[src/rtl/riio_gpi_ctrl.sv]
// riio_gpi_ctrl: GPI pull-up pad controller - input-enable settle sequencing, Schmitt config,
// 2-flop sync, debounce and edge interrupt. Edge/IRQ logic is built only with RIIO_GPI_CTRL_IRQ_EN.
module riio_gpi_ctrl #(
   parameter int DEB_W      = 8,
   parameter int SETTLE_CYC = 4
) (
   input  logic             CLK_I,
   input  logic             RSTN_I,
   input  logic             EN_I,
   input  logic [1:0]       STE_CFG_I,
   input  logic [DEB_W-1:0] DEB_LIM_I,
   input  logic [1:0]       IRQ_MODE_I,
   input  logic             IRQ_CLR_I,
   input  logic [1:0]       PAD_DI_I,
   output logic             PAD_IE_O,
   output logic [1:0]       PAD_STE_O,
   output logic             LEVEL_O,
   output logic             VALID_O,
   output logic             EDGE_O,
   output logic             IRQ_O
);

   localparam int SETTLE_EFF = (SETTLE_CYC < 2) ? 2 : SETTLE_CYC;
   localparam int SET_W      = $clog2(SETTLE_EFF);
   localparam logic [SET_W-1:0] SETTLE_LOAD = SET_W'(SETTLE_EFF - 1);

   typedef enum logic [1:0] {
      ST_OFF    = 2'd0,
      ST_SETTLE = 2'd1,
      ST_ACTIVE = 2'd2
   } state_t;

   state_t             r_state;
   state_t             w_state_nxt;
   logic [SET_W-1:0]   r_settle;
   logic [SET_W-1:0]   w_settle_nxt;
   logic [DEB_W-1:0]   r_cnt;
   logic [DEB_W-1:0]   w_cnt_nxt;
   logic               r_level;
   logic               w_level_nxt;
   logic               r_valid;
   logic               w_valid_nxt;
   logic               r_ie;
   logic               w_ie_nxt;
   logic [1:0]         r_ste;
   logic [1:0]         w_ste_nxt;
   logic               r_sync1;
   logic               r_sync2;
   logic               w_chg;
   logic               w_rise;
   logic [DEB_W:0]     w_lim_eff;
   logic [DEB_W:0]     w_cnt_inc;

   // One extra bit keeps count+1 from wrapping when the limit is at its maximum.
   assign w_lim_eff = (DEB_LIM_I == {DEB_W{1'b0}}) ? {{DEB_W{1'b0}}, 1'b1} : {1'b0, DEB_LIM_I};
   assign w_cnt_inc = {1'b0, r_cnt} + {{DEB_W{1'b0}}, 1'b1};

   // Next-state, settle countdown and debounce decisions
   always_comb begin
      w_state_nxt  = r_state;
      w_settle_nxt = r_settle;
      w_cnt_nxt    = r_cnt;
      w_level_nxt  = r_level;
      w_valid_nxt  = r_valid;
      w_ie_nxt     = r_ie;
      w_ste_nxt    = r_ste;
      w_chg        = 1'b0;
      w_rise       = 1'b0;
      case (r_state)
         ST_OFF: begin
            w_valid_nxt = 1'b0;
            w_level_nxt = 1'b0;
            w_cnt_nxt   = {DEB_W{1'b0}};
            if (EN_I) begin
               w_state_nxt  = ST_SETTLE;
               w_ste_nxt    = STE_CFG_I;
               w_settle_nxt = SETTLE_LOAD;
               w_ie_nxt     = 1'b1;
            end else begin
               w_state_nxt  = ST_OFF;
               w_ie_nxt     = 1'b0;
            end
         end
         ST_SETTLE: begin
            if (!EN_I) begin
               w_state_nxt = ST_OFF;
               w_ie_nxt    = 1'b0;
            end else if (r_settle == {SET_W{1'b0}}) begin
               w_state_nxt = ST_ACTIVE;
               w_valid_nxt = 1'b1;
               w_level_nxt = r_sync2;
               w_cnt_nxt   = {DEB_W{1'b0}};
            end else begin
               w_settle_nxt = r_settle - SET_W'(1);
            end
         end
         ST_ACTIVE: begin
            if (!EN_I) begin
               w_state_nxt = ST_OFF;
               w_ie_nxt    = 1'b0;
               w_valid_nxt = 1'b0;
               w_level_nxt = 1'b0;
               w_cnt_nxt   = {DEB_W{1'b0}};
            end else if (r_sync2 == r_level) begin
               w_cnt_nxt   = {DEB_W{1'b0}};
            end else if (w_cnt_inc >= w_lim_eff) begin
               w_level_nxt = r_sync2;
               w_cnt_nxt   = {DEB_W{1'b0}};
               w_chg       = 1'b1;
               w_rise      = r_sync2;
            end else begin
               w_cnt_nxt   = w_cnt_inc[DEB_W-1:0];
            end
         end
         default: begin
            w_state_nxt = ST_OFF;
            w_ie_nxt    = 1'b0;
            w_valid_nxt = 1'b0;
            w_level_nxt = 1'b0;
            w_cnt_nxt   = {DEB_W{1'b0}};
         end
      endcase
   end

   // State, sequencing, synchroniser and debounce registers
   always_ff @(posedge CLK_I or negedge RSTN_I) begin
      if (!RSTN_I) begin
         r_state  <= ST_OFF;
         r_settle <= {SET_W{1'b0}};
         r_cnt    <= {DEB_W{1'b0}};
         r_level  <= 1'b0;
         r_valid  <= 1'b0;
         r_ie     <= 1'b0;
         r_ste    <= 2'b00;
         r_sync1  <= 1'b0;
         r_sync2  <= 1'b0;
      end else begin
         r_state  <= w_state_nxt;
         r_settle <= w_settle_nxt;
         r_cnt    <= w_cnt_nxt;
         r_level  <= w_level_nxt;
         r_valid  <= w_valid_nxt;
         r_ie     <= w_ie_nxt;
         r_ste    <= w_ste_nxt;
         r_sync1  <= PAD_DI_I[0];
         r_sync2  <= r_sync1;
      end
   end

   assign PAD_IE_O  = r_ie;
   assign PAD_STE_O = r_ste;
   assign LEVEL_O   = r_level;
   assign VALID_O   = r_valid;

`ifdef RIIO_GPI_CTRL_IRQ_EN
   logic r_chg;
   logic r_rise;
   logic r_edge;
   logic r_irq;
   logic w_unused;

   assign w_unused = PAD_DI_I[1];

   // Qualified edge pulse one cycle after a level change; sticky IRQ where set beats clear
   always_ff @(posedge CLK_I or negedge RSTN_I) begin
      if (!RSTN_I) begin
         r_chg  <= 1'b0;
         r_rise <= 1'b0;
         r_edge <= 1'b0;
         r_irq  <= 1'b0;
      end else begin
         r_chg  <= w_chg;
         r_rise <= w_rise;
         r_edge <= r_chg & ((r_rise & IRQ_MODE_I[0]) | (!r_rise & IRQ_MODE_I[1]));
         r_irq  <= r_edge | (r_irq & !IRQ_CLR_I);
      end
   end

   assign EDGE_O = r_edge;
   assign IRQ_O  = r_irq;
`else
   logic w_unused;

   assign w_unused = ^{PAD_DI_I[1], IRQ_MODE_I, IRQ_CLR_I, w_chg, w_rise};
   assign EDGE_O   = 1'b0;
   assign IRQ_O    = 1'b0;
`endif

endmodule
[config.mk]
export PLATFORM = sky130hd
export DESIGN_NAME = riio_gpi_ctrl
export DESIGN_NICKNAME = d
export VERILOG_FILES = /design/src/rtl/riio_gpi_ctrl.sv
export SDC_FILE = /design/constraint.sdc
export NUM_CORES = 1
export LEC_CHECK = 0
export CORE_MARGIN = 1.5
export CORE_UTILIZATION = 53
export CTS_CLUSTER_SIZE = 20
export DETAILED_ROUTE_END_ITERATION = 16
export PLACE_DENSITY = 0.88
export REMOVE_ABC_BUFFERS = 1
export SYNTH_ARGS = -nofsm -noshare
export SYNTH_HDL_FRONTEND = slang
export SYNTH_SLANG_ARGS = --single-unit
[constraint.sdc]
create_clock -name CLK_I -period 7.8 [get_ports CLK_I]
set_clock_uncertainty 0.1 [all_clocks]
set_input_delay 1.95 -clock CLK_I [delete_from_list [all_inputs] [get_ports CLK_I]]
set_output_delay 1.95 -clock CLK_I [all_outputs]
set_load 0.005 [all_outputs]
==> results of run 1 <==
flip-flops by register name, indices dropped and copies added (netlist names):
signal,count
PAD_IE_O,1
VALID_O,1
PAD_STE_O,2
r_state,2
r_cnt,8
r_sync1,1
r_settle,2
LEVEL_O,1
r_sync2,1
synth_stat cells, drive strengths merged, types with 2 or more instances:
master  number  area share (%)
inv         21             5.9
dfrtp       19              35
nand2       17             5.3
ha          13              12
o21ai       12             6.7
nor2         8             2.2
a21oi        7             2.6
buf          5             2.2
mux2i        4             3.0
nand3        4             1.5
nor2b        4             1.9
xnor2        4             2.6
and2         3             1.6
nand4        3             1.4
xor2         3             2.0
mux2         2             1.7
nor4         2            0.93
final timing paths:
check                             start           end  slack [ps]  depth (start not counted)
setup / recovery           DEB_LIM_I[4]      r_cnt[0]        3920                          9
min in group asynchronous        RSTN_I  PAD_STE_O[0]        2020                          1
hold reg to reg                 r_sync1       r_sync2         240                          0
hold / removal                  r_sync1       r_sync2         240                          0
max in group asynchronous        RSTN_I      r_cnt[3]        5040                          1
setup reg to reg               r_cnt[0]      r_cnt[0]        4900                         11
report_power, final:
| part | total (mW) | switching, mW | internal (mW) |
|---|---|---|---|
| sequential | 0.116 | 0.00705 | 0.109 |
| combinational | 0.0703 | 0.0356 | 0.0347 |
| clock | 0.0501 | 0.0302 | 0.0199 |
| total | 0.236 | 0.0728 | 0.163 |
critical path, delay by kind of cell:
kind / cells / cell delay (ps)
AO/OA/AOI/OAI: 5 / 1030
adder cells (fa/ha/maj): 1 / 220
buffers and inverters: 1 / 430
AND/OR/NAND/NOR: 2 / 380
layer usage:
layer	track usage [%]	vias up	share of wire [%]
met1	26.2	526	45
met4	10.7	0	1.2
li1	-	534	-
met2	35.0	39	50
met3	3.67	4	4.1
met5	0	-	0
logic make-up (layout without fill, tap and decap cells):
| group | after synthesis | after routing | synth area share [%] |
|---|---|---|---|
| buf+inv | 26 | 43 | 8.12 |
| xor+xnor | 7 | 7 | 4.58 |
| flops | 19 | 19 | 35.5 |
| mux | 6 | 6 | 4.67 |
| fa+ha+maj | 13 | 13 | 12.1 |
| compound gates | 32 | 32 | 18.1 |
| simple gates | 44 | 44 | 16.6 |
| other cells | 1 | 2 | 0.280 |
final cells by class:
| class | count | area [sq um] |
|---|---|---|
| Inverter | 21 | 78.8 |
| Timing Repair Buffer | 18 | 180 |
| Tap cell | 30 | 37.5 |
| Fill cell | 186 | 875 |
| Sequential cell | 19 | 475 |
| Multi-Input combinational cell | 104 | 759 |
| Clock buffer | 4 | 26.3 |
metrics by stage:
step | setup slack (ps) | utilization [%]
2_1_floorplan | 4190 | -
3_3_place_gp | 3600 | 63.0
3_5_place_dp | 3580 | 63.0
4_1_cts | 3890 | 64.0
5_1_grt | 3820 | 64.0
6_report | 3920 | 64.0
==> impl_metrics.yaml, run 1 <==
timing:
  final_hold_viol_count: 0
  hold_slack_ps: 245
  max_slew_margin_pct: 43.0
  period_minus_slack_ps: 3880
  setup_viol: 0
  fmax_ghz: 0.258
  period_share_pct: 49.7
  tns_ps: 0
  grt_setup_unrepaired: "no"
  maxSlewViolCount: 0
  worst_pin_slew_ps: 852
clocking:
  cts_root_buf: "clkbuf_4"
  cts_sinks: 19
  cts-buffers-inserted: 3
  tritoncts: "built"
  cts.clk_slew.worst_paths_ps: 110
  htreeDepth: 1
  post-cts-setup-buffer-count: 0
  cts_max_path_buffers: 2
  post_cts_resize_count: 0
  worstSkewPairLatency_ps: 300
  cts_hold_buf: 0
worst_setup_path:
  worstPathRequired_ps: 7920
  crit_path_cell_trace: "clkdlybuf4s50_1 > nor4_1 > a41o_1 > ha_1 > nor2b_1 > o21ai_1 > a21o_1 > a211o_4 > o21ai_2"
  setup.worst_path.class: "input pin to flip-flop"
  worstPathArrival_ps: 4000
  crit_fanout: 8
  startpoint_type: "input pin"
  cpPeakStageDelay_ps: 430
  end_kind: "flip-flop"
  cp_slowest_cell: "clkdlybuf4s50_1"
global_routing:
  antenna_found_initial: 0
  grtUsageTotal_pct: 21.1
  grt_pass1_wl_um: 4310
  grt_overflow: 0
  grt_pass1_vias: 1021
  grt_max_degree: 20
routing:
  via_count: 1103
  drtIter0Drc: 45
  firstDrtPassIters: 4
  remaining_drc_errors: 0
  routed_wl_um: 2650
  ant_nets: 0
  viasPerCell: 5.63
  avgRoutedWirePerCell_um: 13.5
die:
  die-area_sq_mm: 0.00284
  ios: 25
  die_w_um: 53.3
  die_h_um: 53.3
  core_area_sq_mm: 0.00243
  initial_utilization_pct: 55.1
  num_rows: 18
yosys:
  ys_ff_latch: 19
  yosys_warnings: 0
  synth_edf_count: 0
  syn-cell-area_sq_mm: 0.00134
  synth-async-reset-ratio_pct: 100
  post_synth_inst_count: 148
  seq_area_frac_synth_pct: 35.5
  ys_types: 40
  dominantRegCellSynth: "dfrtp_1"
  syn_area_per_cell_sq_um: 9.05
run_status:
  status: "finished clean"
run:
  cap_violations: 0
placement:
  placed_area_sq_mm: 0.00153
  numPortBuffers: 18
  numPlacedInstances: 192
  gp_congestion: 0.809
  dp_hpwl_um: 2080
layout:
  final_cell_mix: "dfrtp_1, inv_1, clkdlybuf4s50_1"
  antenna_cells: 0
  stdcell_area_sq_mm: 0.00156
  area_growth_pct: 16.2
  drive_gt1_share_pct: 11.4
  fin_cells: 196
  nets: 198
pwr:
  ir_worst_vdd_uv: 142
  power_density_mw_per_mm2: 152
  power_mw: 0.236
  p_leak_nw: 0.778
worst_hold_path:
  hp-class: "flip-flop to flip-flop"
Note: power is estimated with default switching activity, not from simulation.
==> run 2, diff against run 1 <==
- CORE_UTILIZATION: 53 -> 51
- PLACE_DENSITY: 0.88 -> 0.85
- clock period: 7.8 -> 3.6 ns (I/O delays scaled with it)
==> run 2 against run 1 <==
  * Sequential share of layout area is 0.17 points lower
  * Register-to-register slack lost 4200 ps
  * Flip-flop and latch count stayed put
  * Global-route usage rose by 0.17 points
  * Core utilization decreased by 0.81 points
  * Critical path type is now flip-flop to flip-flop
  * Critical endpoint unchanged
==> impl_metrics.yaml, run 2 (synthesis results as in run 1) <==
routing:
  routed_wl_um: 2720
  via_count: 1062
  viasPerCell: 5.39
  remaining_drc_errors: 0
  drtIter0Drc: 24
  firstDrtPassIters: 4
  avgRoutedWirePerCell_um: 13.8
  ant_nets: 0
worst_setup_path:
  worstPathRequired_ps: 3720
  startpoint_type: "flip-flop"
  worstPathArrival_ps: 3020
  setup.worst_path.class: "flip-flop to flip-flop"
  crit_fanout: 8
  end_kind: "flip-flop"
placement:
  numPortBuffers: 18
  placed_area_sq_mm: 0.00154
  numPlacedInstances: 193
  dp_hpwl_um: 2200
  dp_slack_ps: 411
  gp_congestion: 0.821
timing:
  setup_viol: 0
  final_hold_viol_count: 0
  hold_slack_ps: 257
  period_share_pct: 80.6
  worst_pin_slew_ps: 828
  tns_ps: 0
  grt_setup_unrepaired: "no"
  maxSlewViolCount: 0
  period_minus_slack_ps: 2900
  max_slew_margin_pct: 44.6
  finalWorstSetupSlack_ps: 700
  fmax_ghz: 0.345
clocking:
  cts.clk_slew.worst_paths_ps: 110
  cts_hold_buf: 0
  cts_sinks: 19
  post-cts-setup-buffer-count: 0
  post_cts_resize_count: 0
  cts_root_buf: "clkbuf_4"
  cts-buffers-inserted: 3
  tritoncts: "built"
  cts_max_path_buffers: 2
  htreeDepth: 1
  worstSkewPairLatency_ps: 300
layout:
  nets: 199
  antenna_cells: 0
  utilization_pct: 63.2
  area_growth_pct: 16.9
  fin_cells: 197
  num-fill-cells: 204
  largest_reg_flops: 8
  final_cell_mix: "dfrtp_1, inv_1, clkdlybuf4s50_1"
  regMostFlops: "r_cnt"
  stdcell_area_sq_mm: 0.00157
  drive_gt1_share_pct: 12.6
die:
  ios: 25
  die_h_um: 54.3
  die_w_um: 54.3
  initial_utilization_pct: 54.1
  core_area_sq_mm: 0.00248
  die-area_sq_mm: 0.00294
  num_rows: 18
global_routing:
  grt_pass1_vias: 1095
  antenna_found_initial: 0
  grt_pass1_wl_um: 4450
  grtUsageTotal_pct: 21.3
  grt_max_degree: 20
  grt_overflow: 0
pwr:
  p_leak_nw: 0.786
  power_mw: 0.514
  ir_worst_vdd_uv: 270
  power_density_mw_per_mm2: 328
run:
  cap_violations: 0
run_status:
  status: "finished clean"
worst_hold_path:
  hp-class: "flip-flop to flip-flop"
## run 2: changes by cell type in the layout (fill, tap and decap cells not counted)
cell / delta
clkinv_2: +1
buf_4: +1
clkbuf_1: -1
## run 2: power by group
group	switching, mW	total, mW	leakage, nW	internal, mW
registers	0.0160	0.251	0.245	0.235
logic	0.0782	0.158	0.523	0.0794
clock network	0.0633	0.105	0.0177	0.0414
total	0.157	0.514	0.786	0.356
## run 2: layout make-up
cell class / instances / area (sq um) / share of cell area [%]
Timing Repair Buffer: 19 / 188 / 12.0
Tap cell: 30 / 37.5 / 2.40
Clock buffer: 3 / 22.5 / 1.44
Sequential cell: 19 / 475 / 30.4
Clock inverter: 1 / 5.00 / 0.319
Multi-Input combinational cell: 104 / 759 / 48.5
Inverter: 21 / 78.8 / 5.03
## run 2: path summary, 6_finish.rpt
path | from | endpoint | slack (ps) | cells past startpoint
worst min-delay path | r_sync1 | r_sync2 | 260 | 0
min in group asynchronous | RSTN_I | r_sync2 | 960 | 1
worst max-delay path | r_cnt[0] | r_cnt[0] | 700 | 11
max in group asynchronous | RSTN_I | r_cnt[5] | 1910 | 1
worst min register to register | r_sync1 | r_sync2 | 260 | 0
worst max register to register | r_cnt[0] | r_cnt[0] | 700 | 11
## run 2: worst max-delay path, stage by stage, from the launching register on
cell and delay, ps:
dfrtp_1 490, ha_1 230, nand3_1 150, nor2_1 160
xnor2_1 190, inv_1 80, ha_1 350, and2_4 180
and3_4 170, a21o_1 180, a211o_4 400, o21ai_2 150
## run 2: routing by layer
layer,global-route usage (%),up-vias,routed length (um)
met5,0,-,0
met2,37.6,26,1390
li1,-,540,-
met1,24.6,486,1170
met4,10.8,0,90
met3,3.83,10,71
==> run 3, diff against run 2 <==
- clock period: 3.6 -> 3 ns (I/O delays scaled with it)
==> run 3 against run 2 <==
  * Critical path depth unchanged
  * Global-route usage up 0.095 points
  * Sequential share of layout area is 0.21 points lower
  * Maximum frequency up 1.2%
  * Worst setup slack worse by 570 ps
  * Highest routed layer unchanged
  * Critical path type unchanged
==> impl_metrics.yaml, run 3 (synthesis results as in run 1) <==
layout:
  register_area_sq_um: 477
  utilization_pct: 63.8
  num-fill-cells: 203
  area_growth_pct: 18.0
  fin_cells: 197
  regMostFlops: "r_cnt"
  stdcell_area_sq_mm: 0.00158
  layout_commonest_cell: "inv_1"
  nets: 199
  largest_reg_flops: 8
  multi_input_area_sq_um: 771
  drive_gt1_share_pct: 14.4
  final_cell_mix: "inv_1, dfrtp_1, clkdlybuf4s50_1"
  antenna_cells: 0
worst_hold_path:
  hp-class: "flip-flop to flip-flop"
run:
  cap_violations: 0
die:
  ios: 25
  core_area_sq_mm: 0.00248
  initial_utilization_pct: 54.1
  die_h_um: 54.3
  die-area_sq_mm: 0.00294
  num_rows: 18
  die_w_um: 54.3
timing:
  setup_viol: 0
  period_minus_slack_ps: 2870
  hold_slack_ps: 271
  period_share_pct: 95.6
  final_hold_viol_count: 0
  worst_pin_slew_ps: 846
  maxSlewViolCount: 0
  fmax_ghz: 0.349
  max_slew_margin_pct: 43.4
  finalWorstSetupSlack_ps: 133
  tns_ps: 0
pwr:
  ir_worst_vdd_uv: 436
  combPwrFrac_pct: 29.5
  power_density_mw_per_mm2: 398
  power_mw: 0.629
  clkPwrFrac_pct: 22.5
  p_int_mw: 0.429
  swShare_pct: 31.8
  switchingPower_mw: 0.200
  p_seq_share_pct: 48.0
  p_leak_nw: 0.782
routing:
  via_count: 1053
  remaining_drc_errors: 0
  wl_met2_um: 1360
  routed.top_layer: "met4"
  avgRoutedWirePerCell_um: 13.6
  viasPerCell: 5.35
  routed_wl_um: 2680
  drtIter0Drc: 20
  firstDrtPassIters: 4
  wl_met1_um: 1190
  ant_nets: 0
  wl_met3_um: 75
worst_setup_path:
  startpoint_type: "flip-flop"
  worstPathRequired_ps: 3150
  crit_fanout: 8
  setup.worst_path.class: "flip-flop to flip-flop"
  worstPathArrival_ps: 3020
  end_kind: "flip-flop"
global_routing:
  grt_overflow: 0
  grtUsageTotal_pct: 21.4
  antenna_found_initial: 0
  grt_pass1_vias: 1051
  grt_pass1_wl_um: 4390
  grt_max_degree: 20
clocking:
  cts_root_buf: "clkbuf_4"
  htreeDepth: 1
  worstSkewPairLatency_ps: 320
  cts_max_path_buffers: 2
  cts.clk_slew.worst_paths_ps: 120
  cts_sinks: 19
  cts_hold_buf: 0
  tritoncts: "built"
  cts-buffers-inserted: 3
placement:
  numPortBuffers: 18
  placed_area_sq_mm: 0.00154
  dp_hpwl_um: 2160
  dp_slack_ps: -102
  gp_congestion: 0.841
  numPlacedInstances: 193
run_status:
  status: "finished clean"
[run 3: critical path, stage by stage, from the launching register on]
cell and delay, ps:
dfrtp_2 450, ha_1 210, nand3_1 150, nor2_1 220, xnor2_2 150, inv_1 80, ha_1 360, and2_4 190
and3_4 180, a21o_1 180, a211o_4 400, o21ai_2 140
[run 3: final cells by class]
type                    instances  share of cell area, %
multi-input cells             104                   48.7
flip-flops and latches         19                   30.1
repair buffers                 19                   11.9
inverters                      21                   4.98
well taps                      30                   2.37
clock buffers                   3                   1.42
clock inverters                 1                  0.475
[run 3: power by group through the flow]
stage / clock (mW) / combinational (mW) / sequential, mW
after CTS: 0.146 / 0.187 / 0.302
after global placement: 0 / 0.176 / 0.304
after detailed placement: 0 / 0.186 / 0.307
after floorplan: 0 / 0.110 / 0.304
after global routing: 0.158 / 0.211 / 0.305
final: 0.142 / 0.186 / 0.302
[run 3: per-layer routing]
metal / vias to the layer above / global-route usage [%]
li1: 537 / -
met1: 491 / 24.9
met2: 20 / 37.3
met3: 5 / 3.28
met4: 0 / 12.1
met5: - / 0
[run 3: final timing paths]
kind	startpoint	endpoint	slack, ps	depth (start not counted)
worst max-delay path	r_cnt[0]	r_cnt[0]	130	11
worst min register to register	r_sync1	r_sync2	270	0
min in group asynchronous	RSTN_I	r_sync2	800	1
worst max register to register	r_cnt[0]	r_cnt[0]	130	11
max in group asynchronous	RSTN_I	r_cnt[0]	1430	1
worst min-delay path	r_sync1	r_sync2	270	0
[run 3: what timing repair did]
action	CTS	global route
buffers inserted	0	0
gates resized for setup	0	3
endpoints found under the setup margin	0	9
